**config.mk**
```make
export PLATFORM = sky130hd
export DESIGN_NAME = mem_arbiter
export DESIGN_NICKNAME = d
export VERILOG_FILES = /design/src/rtl/mem_pkg.sv /design/src/rtl/rr_arbiter2.sv /design/src/rtl/mem_arbiter.sv
export SDC_FILE = /design/constraint.sdc
export NUM_CORES = 1
export LEC_CHECK = 0
export ABC_AREA = 1
export BUFFER_PORTS_ARGS = -buffer_cell sky130_fd_sc_hd__buf_2
export CAP_MARGIN = 20
export CORE_MARGIN = 4
export CORE_UTILIZATION = 50
export DETAILED_ROUTE_END_ITERATION = 10
export GPL_TIMING_DRIVEN = 1
export PLACE_DENSITY = 0.87
export RECOVER_POWER = 25
export SETUP_SLACK_MARGIN = 0.2
export SYNTH_ARGS = -nofsm -noshare
export SYNTH_HDL_FRONTEND = slang
export SYNTH_SLANG_ARGS = --single-unit
export TNS_END_PERCENT = 50
```
**constraint.sdc**
```tcl
create_clock -name clk -period 4.61 [get_ports clk]
set_input_delay 0.461 -clock clk [delete_from_list [all_inputs] [get_ports clk]]
set_output_delay 0.461 -clock clk [all_outputs]
set_load 0.05 [all_outputs]
```
**src/rtl/mem_pkg.sv**
```systemverilog
// Shared definitions for the two-port memory arbiter: FSM states, RISC-V load/store
// func3 encodings and the alignment predicate used when MEM_ARB_ALIGN_CHECK_EN is defined.
package mem_pkg;

  typedef enum logic [1:0] {
    IDLE   = 2'd0,
    ACCESS = 2'd1,
    RESP   = 2'd2
  } state_t;

  localparam logic [2:0] FUNC3_B  = 3'd0;
  localparam logic [2:0] FUNC3_H  = 3'd1;
  localparam logic [2:0] FUNC3_W  = 3'd2;
  localparam logic [2:0] FUNC3_BU = 3'd4;
  localparam logic [2:0] FUNC3_HU = 3'd5;

  // Halfwords need an even address, words a 4-byte aligned one; bytes are always fine.
  function automatic logic misaligned(input logic [2:0] func3, input logic [1:0] addr_lo);
    case (func3)
      FUNC3_B, FUNC3_BU: return 1'b0;
      FUNC3_H, FUNC3_HU: return addr_lo[0];
      FUNC3_W:           return addr_lo != 2'b00;
      default:           return 1'b0;
    endcase
  endfunction

endpackage

```
**src/rtl/rr_arbiter2.sv**
```systemverilog
// Two-way round-robin grant: a sole requester wins, a tie goes to the requester
// not granted last. The last-grant pointer moves only on the update strobe.
module rr_arbiter2 (
  input  logic       clk,
  input  logic       rst,
  input  logic [1:0] req,
  input  logic       update,
  output logic [1:0] grant
);

  logic last;

  always_comb begin
    grant = '0;
    if (req == 2'b11) grant = last ? 2'b01 : 2'b10;
    else              grant = req;
  end

  // Reset value 1 lets requester 0 win the first tie.
  always_ff @(posedge clk or posedge rst) begin
    if (rst)         last <= 1'b1;
    else if (update) last <= grant[1];
  end

endmodule

```
**src/rtl/mem_arbiter.sv**
```systemverilog
// Two-requester memory arbiter: IDLE grants/captures, ACCESS drives memory for one cycle,
// RESP returns the response. Optional alignment check via MEM_ARB_ALIGN_CHECK_EN.
module mem_arbiter
  import mem_pkg::*;
#(
  parameter int ADDR_WIDTH = 32,
  parameter int DATA_WIDTH = 32
) (
  input  logic                    clk,
  input  logic                    rst,
  input  logic [1:0]              req_valid,
  output logic [1:0]              req_ready,
  input  logic [1:0]              req_we,
  input  logic [5:0]              req_func3,
  input  logic [2*ADDR_WIDTH-1:0] req_addr,
  input  logic [2*DATA_WIDTH-1:0] req_wdata,
  output logic [1:0]              rsp_valid,
  output logic [DATA_WIDTH-1:0]   rsp_rdata,
  output logic                    rsp_err,
  output logic                    mem_we,
  output logic [2:0]              mem_func3,
  output logic [ADDR_WIDTH-1:0]   mem_addr,
  output logic [DATA_WIDTH-1:0]   mem_wdata,
  input  logic [DATA_WIDTH-1:0]   mem_rdata
);

  state_t state, state_nxt;

  logic [1:0]            grant;
  logic                  hs;
  logic                  sel;
  logic                  sel_we;
  logic [2:0]            sel_func3;
  logic [ADDR_WIDTH-1:0] sel_addr;
  logic [DATA_WIDTH-1:0] sel_wdata;
  logic                  bad;

  logic                  r_we;
  logic [2:0]            r_func3;
  logic [ADDR_WIDTH-1:0] r_addr;
  logic [DATA_WIDTH-1:0] r_wdata;
  logic                  r_gidx;

  rr_arbiter2 u_rr (
    .clk    (clk),
    .rst    (rst),
    .req    (req_valid),
    .update (hs),
    .grant  (grant)
  );

  assign req_ready = (state == IDLE && !rst) ? grant : 2'b00;
  assign hs        = |(req_valid & req_ready);
  assign sel       = grant[1];

  always_comb begin
    sel_we    = sel ? req_we[1]                          : req_we[0];
    sel_func3 = sel ? req_func3[5:3]                     : req_func3[2:0];
    sel_addr  = sel ? req_addr[2*ADDR_WIDTH-1:ADDR_WIDTH] : req_addr[ADDR_WIDTH-1:0];
    sel_wdata = sel ? req_wdata[2*DATA_WIDTH-1:DATA_WIDTH] : req_wdata[DATA_WIDTH-1:0];
  end

`ifdef MEM_ARB_ALIGN_CHECK_EN
  assign bad = misaligned(sel_func3, sel_addr[1:0]);
`else
  assign bad = 1'b0;
`endif

  always_comb begin
    state_nxt = state;
    case (state)
      IDLE:    if (hs) state_nxt = bad ? RESP : ACCESS;
      ACCESS:  state_nxt = RESP;
      RESP:    state_nxt = IDLE;
      default: state_nxt = IDLE;
    endcase
  end

  always_ff @(posedge clk or posedge rst) begin
    if (rst) begin
      state   <= IDLE;
      r_we    <= 1'b0;
      r_func3 <= '0;
      r_addr  <= '0;
      r_wdata <= '0;
      r_gidx  <= 1'b0;
    end else begin
      state <= state_nxt;
      if (hs) begin
        r_we    <= sel_we;
        r_func3 <= sel_func3;
        r_addr  <= sel_addr;
        r_wdata <= sel_wdata;
        r_gidx  <= sel;
      end
    end
  end

  // Response data is held between responses; only ACCESS or a rejected request rewrites it.
  always_ff @(posedge clk or posedge rst) begin
    if (rst)                            rsp_rdata <= '0;
    else if (state == ACCESS)           rsp_rdata <= r_we ? '0 : mem_rdata;
    else if (state == IDLE && hs && bad) rsp_rdata <= '0;
  end

`ifdef MEM_ARB_ALIGN_CHECK_EN
  logic r_err;
  always_ff @(posedge clk or posedge rst) begin
    if (rst)                            r_err <= 1'b0;
    else if (state == ACCESS)           r_err <= 1'b0;
    else if (state == IDLE && hs && bad) r_err <= 1'b1;
  end
  assign rsp_err = r_err;
`else
  assign rsp_err = 1'b0;
`endif

  assign mem_we    = (state == ACCESS) && r_we;
  assign mem_func3 = (state == ACCESS) ? r_func3 : '0;
  assign mem_addr  = (state == ACCESS) ? r_addr  : '0;
  assign mem_wdata = (state == ACCESS) ? r_wdata : '0;
  assign rsp_valid = (state == RESP) ? {r_gidx, ~r_gidx} : 2'b00;

endmodule

```
==> results.py, run 1 <==
metrics = {
    "run_status": {
        "run_status": "finished, final reports clean",
    },
    "flow_run": {
        "max_cap_viol_count": 0,
    },
    "clock_tree": {
        "hold_buffers": 0,
        "cts_tree": "done",
        "post_cts_buffers": 0,
        "clockBufferDepth": 2,
        "clk_pin_slew_ps": 100,
        "clock-sinks": 104,
        "cts_root_buffer": "clkbuf_8",
        "cts_resized": 0,
        "clkLatencyLatePin_ps": 350,
        "htreeDepth": 3,
        "numCtsBuffers": 9,
    },
    "cells_and_area": {
        "final_util_pct": 65.5,
        "diodes": 0,
        "syn2layout_area_growth_pct": 28.2,
        "drive_gt1_share_pct": 26.0,
        "final_nets": 1238,
        "final_cell_mix": "nand2_1 (412), buf_2 (244), dfrtp_1 (103), nand3_1 (101), inv_1 (73)",
        "nFillCells": 1009,
        "final_common_cell": "nand2_1",
        "layoutNonFillerInstCount": 1211,
    },
    "synth": {
        "synth_edf_count": 0,
        "synthCells": 823,
        "yosysUniqueCellTypes": 18,
        "synth-seq-cells": 104,
        "synth.yosys.warnings": 0,
        "synth.avg_cell_area_um2": 6.70,
        "syn_nets": 995,
        "syn-cell-area_um2": 5510,
        "synthFlopType": "dfrtp_1",
        "yosysSeqAreaShare_pct": 47.3,
        "synthArstFlopShare_pct": 100,
    },
    "pwr": {
        "p_per_area_nw_per_um2": 616,
        "pwr-share-comb_pct": 50.0,
        "clockPowerShare_pct": 13.1,
        "seqPwrFrac_pct": 37.0,
        "p_sw_share_pct": 50.6,
        "intPower_mw": 2.15,
        "ir_drop_uv": 437,
        "p_switching_mw": 2.20,
        "p_leak_nw": 4.43,
    },
    "detailed_routing": {
        "routed_wl_um": 16100,
        "routedWlPerCell_um": 13.3,
        "via_per_inst": 4.80,
        "drtPass1Iterations": 4,
        "wl_met1_um": 6790,
        "met3_length_um": 1190,
        "antenna_left": 0,
        "top_layer": "met4",
        "drtIter0Drc": 399,
        "vias": 5815,
        "drc": 0,
        "route.met2.wl_um": 7970,
    },
    "critical_path": {
        "required_ps": 4150,
        "crit_family": "simple AND/OR/NAND/NOR gates",
        "critPathKind": "register to output pin",
        "r2r_start": "u_rr.last",
        "r2r_end": "r_addr[27]",
        "cpMaxStageDelayCell": "dfrtp_1",
        "crit_top_cell": "inv_1",
        "cp_num_buf_inv": 3,
        "path_cells": "inv_1 > nand2_1 > nor2_1 > nand2_2 > inv_1 > buf_2",
        "worstSetupEndpointType": "output pin",
        "r2r_slack_ps": 2580,
        "arrival_ps": 1970,
        "critical_path.max_fanout": 29,
        "cp-start-kind": "register",
        "slowest_delay_ps": 410,
        "r2r_cells": 7,
    },
    "global_routing": {
        "grt_pass1_wl_um": 25500,
        "gr-total-overflow": 0,
        "grt_pass1_vias": 5363,
        "grt_usage_pct": 24.4,
        "grt_max_degree": 71,
        "antenna_found_initial": 0,
    },
    "floorplanning": {
        "core_um2": 10800,
        "die_w_um": 113,
        "start_util_pct": 51.1,
        "die-area_um2": 12800,
        "rows": 38,
        "die_y_um": 113,
        "ios": 277,
    },
    "worst_hold_path": {
        "hold_class": "input port to async pin",
    },
    "place": {
        "hpwlAfterDp_um": 11500,
        "placedCellCount": 1193,
        "place_congestion": 0.824,
        "io_buffers": 275,
    },
    "timing": {
        "maxSlewViolCount": 0,
        "slew_headroom_pct": 8.20,
        "tns_ps": 0,
        "fin_crit_sh_pct": 52.7,
        "worstMarginPinSlew_ps": 1380,
        "grt_setup_unrepaired": "false",
        "clock_skew_ps": 15.5,
        "finalSetupViolations": 0,
        "fmax_ghz": 0.412,
        "hold_viol_final": 0,
        "fin_hold_ws_ps": 179,
        "fin_crit_ps": 2430,
    },
}
==> sequential cells by signal, indices dropped and copies added (netlist names) <==
register	flops
r_wdata	32
r_addr	32
rsp_rdata	32
r_we	1
state	2
r_func3	3
r_gidx	1
u_rr.last	1
==> worst reg2reg max path: stages, from the launching register on <==
cell     delay, ps
dfstp_2        550
nand2_1         70
nand2_2        110
inv_2          200
nand2_2        150
buf_4          610
nand3_1        190
nand2_1        110
==> layer usage <==
layer	GRT usage (%)	vias to the layer above
met3	4.22	13
met4	6.17	0
met1	31.6	2655
met2	42.5	198
li1	-	2949
met5	0	-
==> how the worst max path moves through the flow <==
| stage | cells after the start | slack [ps] | endpoint | startpoint |
|---|---|---|---|---|
| after detailed placement | 6 | 2030 | mem_wdata[16] | state[0] |
| final | 6 | 2180 | req_ready[0] | state[1] |
| after global routing | 6 | 2040 | req_ready[0] | state[1] |
| after global placement | 6 | 2000 | mem_wdata[16] | state[0] |
| after floorplan | 7 | 1000 | r_wdata[10] | rst |
| after CTS | 6 | 1640 | mem_wdata[16] | state[0] |
==> power by group through the flow <==
stage / Clock [mW] / Sequential, mW / Combinational (mW)
2_1_floorplan: 0 / 2.06 / 1.22
4_1_cts: 0.587 / 1.60 / 2.23
3_5_place_dp: 0 / 1.61 / 2.22
5_1_grt: 0.623 / 1.66 / 2.40
3_3_place_gp: 0 / 1.60 / 2.18
6_report: 0.569 / 1.61 / 2.18
==> cell families after synthesis <==
| group | Yosys count | synth area share [%] |
|---|---|---|
| buffers and inverters | 129 | 9.97 |
| flip-flops | 104 | 47.3 |
| other | 1 | 0.0681 |
| AO/OA/AOI/OAI | 1 | 0.159 |
| AND/OR/NAND/NOR | 588 | 42.6 |
==> cell usage after synthesis (2+ instances only) <==
cell type,n,area share (%)
buf_4,6,0.82
nand2_1,413,28
nor2_1,69,4.7
dfrtp_1,103,47
inv_1,74,5.0
inv_2,3,0.20
nand3_1,101,9.2
nand2_2,2,0.23
buf_2,28,2.5
clkbuf_1,16,1.1
==> per-stage QoR <==
stage / instance area, µm² / worst slack, ps / power, mW
final: 7070 / 2180 / 4.36
after global routing: 7070 / 2040 / 4.68
after CTS: 7070 / 1640 / 4.41
after detailed placement: 6870 / 2030 / 3.83
after global placement: 6870 / 2000 / 3.78
after floorplan: 5510 / 996 / 3.28
==> cell type report <==
type	instances	area (µm²)	share of cell area, %
sequential	104	2600	36.8
clock buffer	9	124	1.75
tap	140	175	2.48
inverter	77	292	4.13
timing repair buffer	284	1430	20.2
multi-input combinational	590	2370	33.5
clock inverter	7	78.8	1.12
Note: power is estimated with default switching activity, not from simulation.
==> inputs of run 2 (changes only) <==
Settings changed: CORE_UTILIZATION 50 to 46, PLACE_DENSITY 0.87 to 0.81.
Clock period 4.61 ns to 2.5 ns, I/O delays scaled along.
==> run 2 against run 1 <==
  * Wire length grew 1.1%
  * Final cell count grew 0.66%
  * Setup slack lost 1800 ps
  * Sequential share of layout area shrank 0.49 points
  * Sequential cell count is the same
  * Critical path depth is the same
  * Critical path type unchanged
  * Largest power group unchanged
==> results.py, run 2 (synthesis gave the netlist of run 1 again) <==
metrics = {
    "pwr": {
        "p_leak_nw": 4.47,
        "ir_drop_uv": 419,
        "p_per_area_nw_per_um2": 1160,
        "pwr-share-comb_pct": 48.3,
        "p_sw_share_pct": 49.5,
        "p_switching_mw": 4.11,
        "clockPowerShare_pct": 15.9,
        "seqPwrFrac_pct": 35.7,
        "intPower_mw": 4.19,
    },
    "critical_path": {
        "arrival_ps": 1890,
        "cp-start-kind": "register",
        "worstSetupEndpointType": "output pin",
        "critical_path.max_fanout": 29,
        "slowest_delay_ps": 390,
        "critPathKind": "register to output pin",
        "r2r_cells": 5,
        "r2r_start": "state[0]",
        "cp-startpoint": "state[0]",
        "path_cells": "inv_2 > nor2_1 > inv_2 > buf_4 > nor2_1 > buf_2",
        "cpMaxStageDelayCell": "dfrtp_1",
        "required_ps": 2250,
    },
    "timing": {
        "setup_ws_ps": 362,
        "fin_crit_ps": 2140,
        "maxSlewViolCount": 0,
        "slew_headroom_pct": 5.84,
        "fin_crit_sh_pct": 85.5,
        "grt_setup_unrepaired": "false",
        "tns_ps": 0,
        "fmax_ghz": 0.468,
        "worstMarginPinSlew_ps": 1410,
        "clock_skew_ps": 7.81,
        "finalSetupViolations": 0,
        "hold_viol_final": 0,
    },
    "detailed_routing": {
        "drtPass1Iterations": 5,
        "routed_wl_um": 16300,
        "via_per_inst": 4.77,
        "routedWlPerCell_um": 13.4,
        "drc": 0,
        "antenna_left": 0,
        "vias": 5813,
        "drtIter0Drc": 338,
    },
    "floorplanning": {
        "start_util_pct": 47.6,
        "die_w_um": 117,
        "die-area_um2": 13800,
        "die_y_um": 117,
        "rows": 39,
        "core_um2": 11600,
        "ios": 277,
    },
    "cells_and_area": {
        "reg.largest.list": "r_addr: 32 flops, r_wdata: 32 flops, rsp_rdata: 32 flops",
        "final_util_pct": 61.9,
        "final_cell_mix": "nand2_1 (413), buf_2 (242), dfrtp_1 (103), nand3_1 (101), inv_1 (73)",
        "layoutNonFillerInstCount": 1219,
        "nFillCells": 1118,
        "final_common_cell": "nand2_1",
        "final_nets": 1243,
        "syn2layout_area_growth_pct": 30.0,
        "drive_gt1_share_pct": 25.9,
        "diodes": 0,
    },
    "place": {
        "dp_slack_ps": 562,
        "place_congestion": 0.794,
        "hpwlAfterDp_um": 11800,
        "io_buffers": 275,
        "placedCellCount": 1203,
    },
    "clock_tree": {
        "numCtsBuffers": 9,
        "cts_resized": 0,
        "post_cts_buffers": 0,
        "htreeDepth": 3,
        "cts_tree": "done",
        "clockBufferDepth": 2,
        "clk_pin_slew_ps": 70,
        "clkLatencyLatePin_ps": 340,
        "cts_root_buffer": "clkbuf_16",
        "hold_buffers": 0,
        "clock-sinks": 104,
    },
    "global_routing": {
        "gr-total-overflow": 0,
        "antenna_found_initial": 0,
        "grt_max_degree": 69,
        "busiest_layer": "met2",
        "grt_usage_pct": 23.3,
        "use_met1_pct": 30.2,
        "grt_pass1_wl_um": 26800,
        "grt_pass1_vias": 5393,
        "grtUsageMet3_pct": 3.89,
        "grtUsageMet2_pct": 39.2,
    },
    "worst_hold_path": {
        "hold_class": "input port to async pin",
    },
    "flow_run": {
        "max_cap_viol_count": 0,
    },
    "run_status": {
        "run_status": "finished, final reports clean",
    },
}
-- run 2: area by class of cell --
| class | count | area [µm²] | share of cell area (%) |
|---|---|---|---|
| clock buffer | 9 | 225 | 3.14 |
| clock inverter | 7 | 52.6 | 0.734 |
| timing repair buffer | 289 | 1450 | 20.2 |
| tap | 143 | 179 | 2.50 |
| multi-input combinational | 590 | 2360 | 33.0 |
| sequential | 104 | 2600 | 36.4 |
| inverter | 77 | 290 | 4.05 |
-- run 2: worst max-delay path, delay by kind of cell, from the launching register on --
family        cells  cell delay [ps]
flops             1              390
buf+inv           4             1000
simple gates      2              150
-- run 2: path summary, 6_finish.rpt --
| path | slack (ps) | to |
|---|---|---|
| setup / recovery | 360 | mem_addr[29] |
| hold / removal | 70 | r_wdata[12] |
| setup reg to reg | 490 | rsp_rdata[20] |
| hold reg to reg | 470 | u_rr.last |
| max in group asynchronous | 1200 | r_addr[19] |
| min in group clk | 130 | rsp_rdata[23] |
-- run 2: power groups by stage --
stage	registers (mW)	logic (mW)	clock network (mW)
after global placement	2.95	4.06	0
after detailed placement	2.97	4.12	0
final	2.97	4.02	1.32
after CTS	2.95	4.14	1.36
after floorplan	3.80	2.25	0
after global routing	3.07	4.40	1.43
-- run 2: metal layers --
metal / part of all wire [%] / up-vias
li1: - / 2961
met1: 42 / 2603
met2: 49 / 219
met3: 6.3 / 30
met4: 2.6 / 0
met5: 0 / -
-- run 2: stage by stage --
stage	hold WS [ps]	cell area, µm²	total power [mW]
4_1_cts	74.4	7210	8.45
3_5_place_dp	442	6940	7.09
6_report	69.0	7160	8.31
2_1_floorplan	388	5520	6.05
3_3_place_gp	434	6940	7.01
5_1_grt	127	7160	8.90
==> inputs of run 3 (changes only) <==
--- a/config.mk
+++ b/config.mk
@@ -7,4 +7,5 @@
 export LEC_CHECK = 0
 export ABC_AREA = 1
+export ABC_CLOCK_PERIOD_IN_PS = 2500
 export BUFFER_PORTS_ARGS = -buffer_cell sky130_fd_sc_hd__buf_2
 export CAP_MARGIN = 20
@@ -12,4 +13,5 @@
 export CORE_UTILIZATION = 46
 export DETAILED_ROUTE_END_ITERATION = 10
+export GPL_ROUTABILITY_DRIVEN = 0
 export GPL_TIMING_DRIVEN = 1
 export PLACE_DENSITY = 0.81
==> constraint.sdc (replaced) <==
create_clock -name clk -period 2.5 [get_ports clk]
set_input_delay 0.375 -clock clk [delete_from_list [all_inputs] [get_ports clk]]
set_output_delay 0.375 -clock clk [all_outputs]
set_load 0.05 [all_outputs]
==> run 3 against run 2 <==
  * Final cell count about the same
  * Setup slack improved by 14 ps
  * First-iteration DRC count up 20%
  * Via count increased by 0.14%
  * Largest cell class unchanged
  * Die area unchanged
  * Register-to-register slack got worse by 80 ps
  * Fmax grew 0.66%
  * Largest power group unchanged
  * Non-clock buffer count grew 1
  * Clock skew down 2.9 ps
  * Total power rose by 0.83%
  * Hold slack better by 200 ps
==> results.py, run 3 (synthesis gave the netlist of run 1 again) <==
metrics = {
    "clock_tree": {
        "clockBufferDepth": 2,
        "cts_tree": "done",
        "post_cts_buffers": 0,
        "clk_pin_slew_ps": 70,
        "hold_buffers": 0,
        "cts_root_buffer": "clkbuf_16",
        "clkLatencyLatePin_ps": 330,
        "htreeDepth": 3,
        "clock-sinks": 104,
        "cts_resized": 0,
        "numCtsBuffers": 9,
    },
    "pwr": {
        "clockPowerShare_pct": 16.1,
        "p_switching_mw": 4.16,
        "p_sw_share_pct": 49.7,
        "seqPwrFrac_pct": 35.6,
        "p_per_area_nw_per_um2": 1160,
        "intPower_mw": 4.21,
        "p_leak_nw": 4.48,
        "ir_drop_uv": 477,
        "total_power_mw": 8.38,
        "pwr-share-comb_pct": 48.3,
    },
    "global_routing": {
        "grt_max_degree": 71,
        "gr-total-overflow": 0,
        "antenna_found_initial": 0,
        "grt_pass1_vias": 5404,
        "grt_usage_pct": 22.8,
        "grt_pass1_wl_um": 26400,
    },
    "cells_and_area": {
        "diodes": 0,
        "syn2layout_area_growth_pct": 30.6,
        "reg.largest.list": "r_addr: 32 flops, r_wdata: 32 flops, rsp_rdata: 32 flops",
        "final-seq-area_um2": 2600,
        "fin_area_um2": 7190,
        "drive_gt1_share_pct": 26.0,
        "nFillCells": 1156,
        "final_cell_mix": "nand2_1 (412), buf_2 (242), dfrtp_1 (103), nand3_1 (101), inv_1 (74)",
        "final_common_cell": "nand2_1",
        "final_nets": 1244,
        "multi_input_area_um2": 2360,
        "final_util_pct": 62.2,
    },
    "detailed_routing": {
        "routedWlPerCell_um": 13.3,
        "via_per_inst": 4.77,
        "drc": 0,
        "routed_wl_um": 16200,
        "vias": 5821,
        "drtPass1Iterations": 5,
        "drtIter0Drc": 404,
        "antenna_left": 0,
    },
    "floorplanning": {
        "die-area_um2": 13800,
        "die_w_um": 117,
        "ios": 277,
        "rows": 39,
        "core_um2": 11600,
        "start_util_pct": 47.6,
        "die_y_um": 117,
    },
    "timing": {
        "tns_ps": 0,
        "worstMarginPinSlew_ps": 1430,
        "fmax_ghz": 0.471,
        "fin_crit_sh_pct": 85.0,
        "maxSlewViolCount": 0,
        "fin_crit_ps": 2120,
        "hold_viol_final": 0,
        "grt_setup_unrepaired": "false",
        "slew_headroom_pct": 4.95,
        "clock_skew_ps": 4.87,
        "finalSetupViolations": 0,
        "fin_hold_ws_ps": 270,
    },
    "critical_path": {
        "r2r_cells": 5,
        "critPathKind": "register to output pin",
        "r2r_start": "state[0]",
        "required_ps": 2120,
        "arrival_ps": 1750,
        "critical_path.max_fanout": 22,
        "cp-start-kind": "register",
        "worstSetupEndpointType": "output pin",
        "r2r_end": "rsp_rdata[4]",
        "r2r_slack_ps": 410,
    },
    "worst_hold_path": {
        "min-delay-start": "mem_rdata[23]",
        "holdPathStages": 3,
        "hold_class": "input port to register",
        "min_to": "rsp_rdata[23]",
    },
    "place": {
        "io_buffers": 275,
        "hpwlAfterDp_um": 11800,
        "postPlaceCellArea_um2": 6960,
    },
    "flow_run": {
        "max_cap_viol_count": 0,
    },
    "run_status": {
        "run_status": "finished, final reports clean",
    },
}
-- run 3: worst max-delay path by stage --
| stage | startpoint | end | slack, ps |
|---|---|---|---|
| after floorplan | rst | r_wdata[10] | -170 |
| after detailed placement | rst | r_addr[24] | 650 |
| after global placement | rst | r_addr[24] | 680 |
| after CTS | state[0] | mem_addr[5] | 380 |
| after global routing | state[0] | mem_addr[4] | 210 |
| final | state[0] | mem_addr[5] | 380 |
-- run 3: worst max-delay path, stage by stage (launching register included) --
cell and delay, ps:
dfrtp_1 380, inv_1 110, nor2_1 70, inv_2 240, buf_4 320, nor2_1 70
buf_2 210
-- run 3: final cells by class --
cell class | count | area share, %
clock inverters | 7 | 0.904
inverters | 77 | 4.03
multi-input cells | 590 | 32.9
well taps | 143 | 2.49
clock buffers | 9 | 3.13
repair buffers | 290 | 20.4
flip-flops and latches | 104 | 36.2
-- run 3: power by group through the flow --
stage / Clock (mW) / Sequential (mW) / Combinational (mW)
global route: 1.46 / 3.07 / 4.43
global placement: 0 / 2.95 / 4.11
floorplan: 0 / 3.80 / 2.25
CTS: 1.39 / 2.96 / 4.16
finish: 1.35 / 2.98 / 4.05
detailed placement: 0 / 2.98 / 4.15
-- run 3: routing by layer --
layer / up-vias / share of wire [%] / GRT usage [%]
li1: 2953 / - / -
met1: 2623 / 43 / 29.5
met2: 225 / 48 / 39.5
met3: 20 / 6.6 / 3.99
met4: 0 / 2.1 / 6.81
met5: - / 0 / 0
-- run 3: stage by stage --
step | std cells | setup slack, ps
5_1_grt | 1220 | 208
2_1_floorplan | 823 | -174
3_5_place_dp | 1204 | 648
4_1_cts | 1220 | 384
6_report | 1220 | 376
3_3_place_gp | 1204 | 684
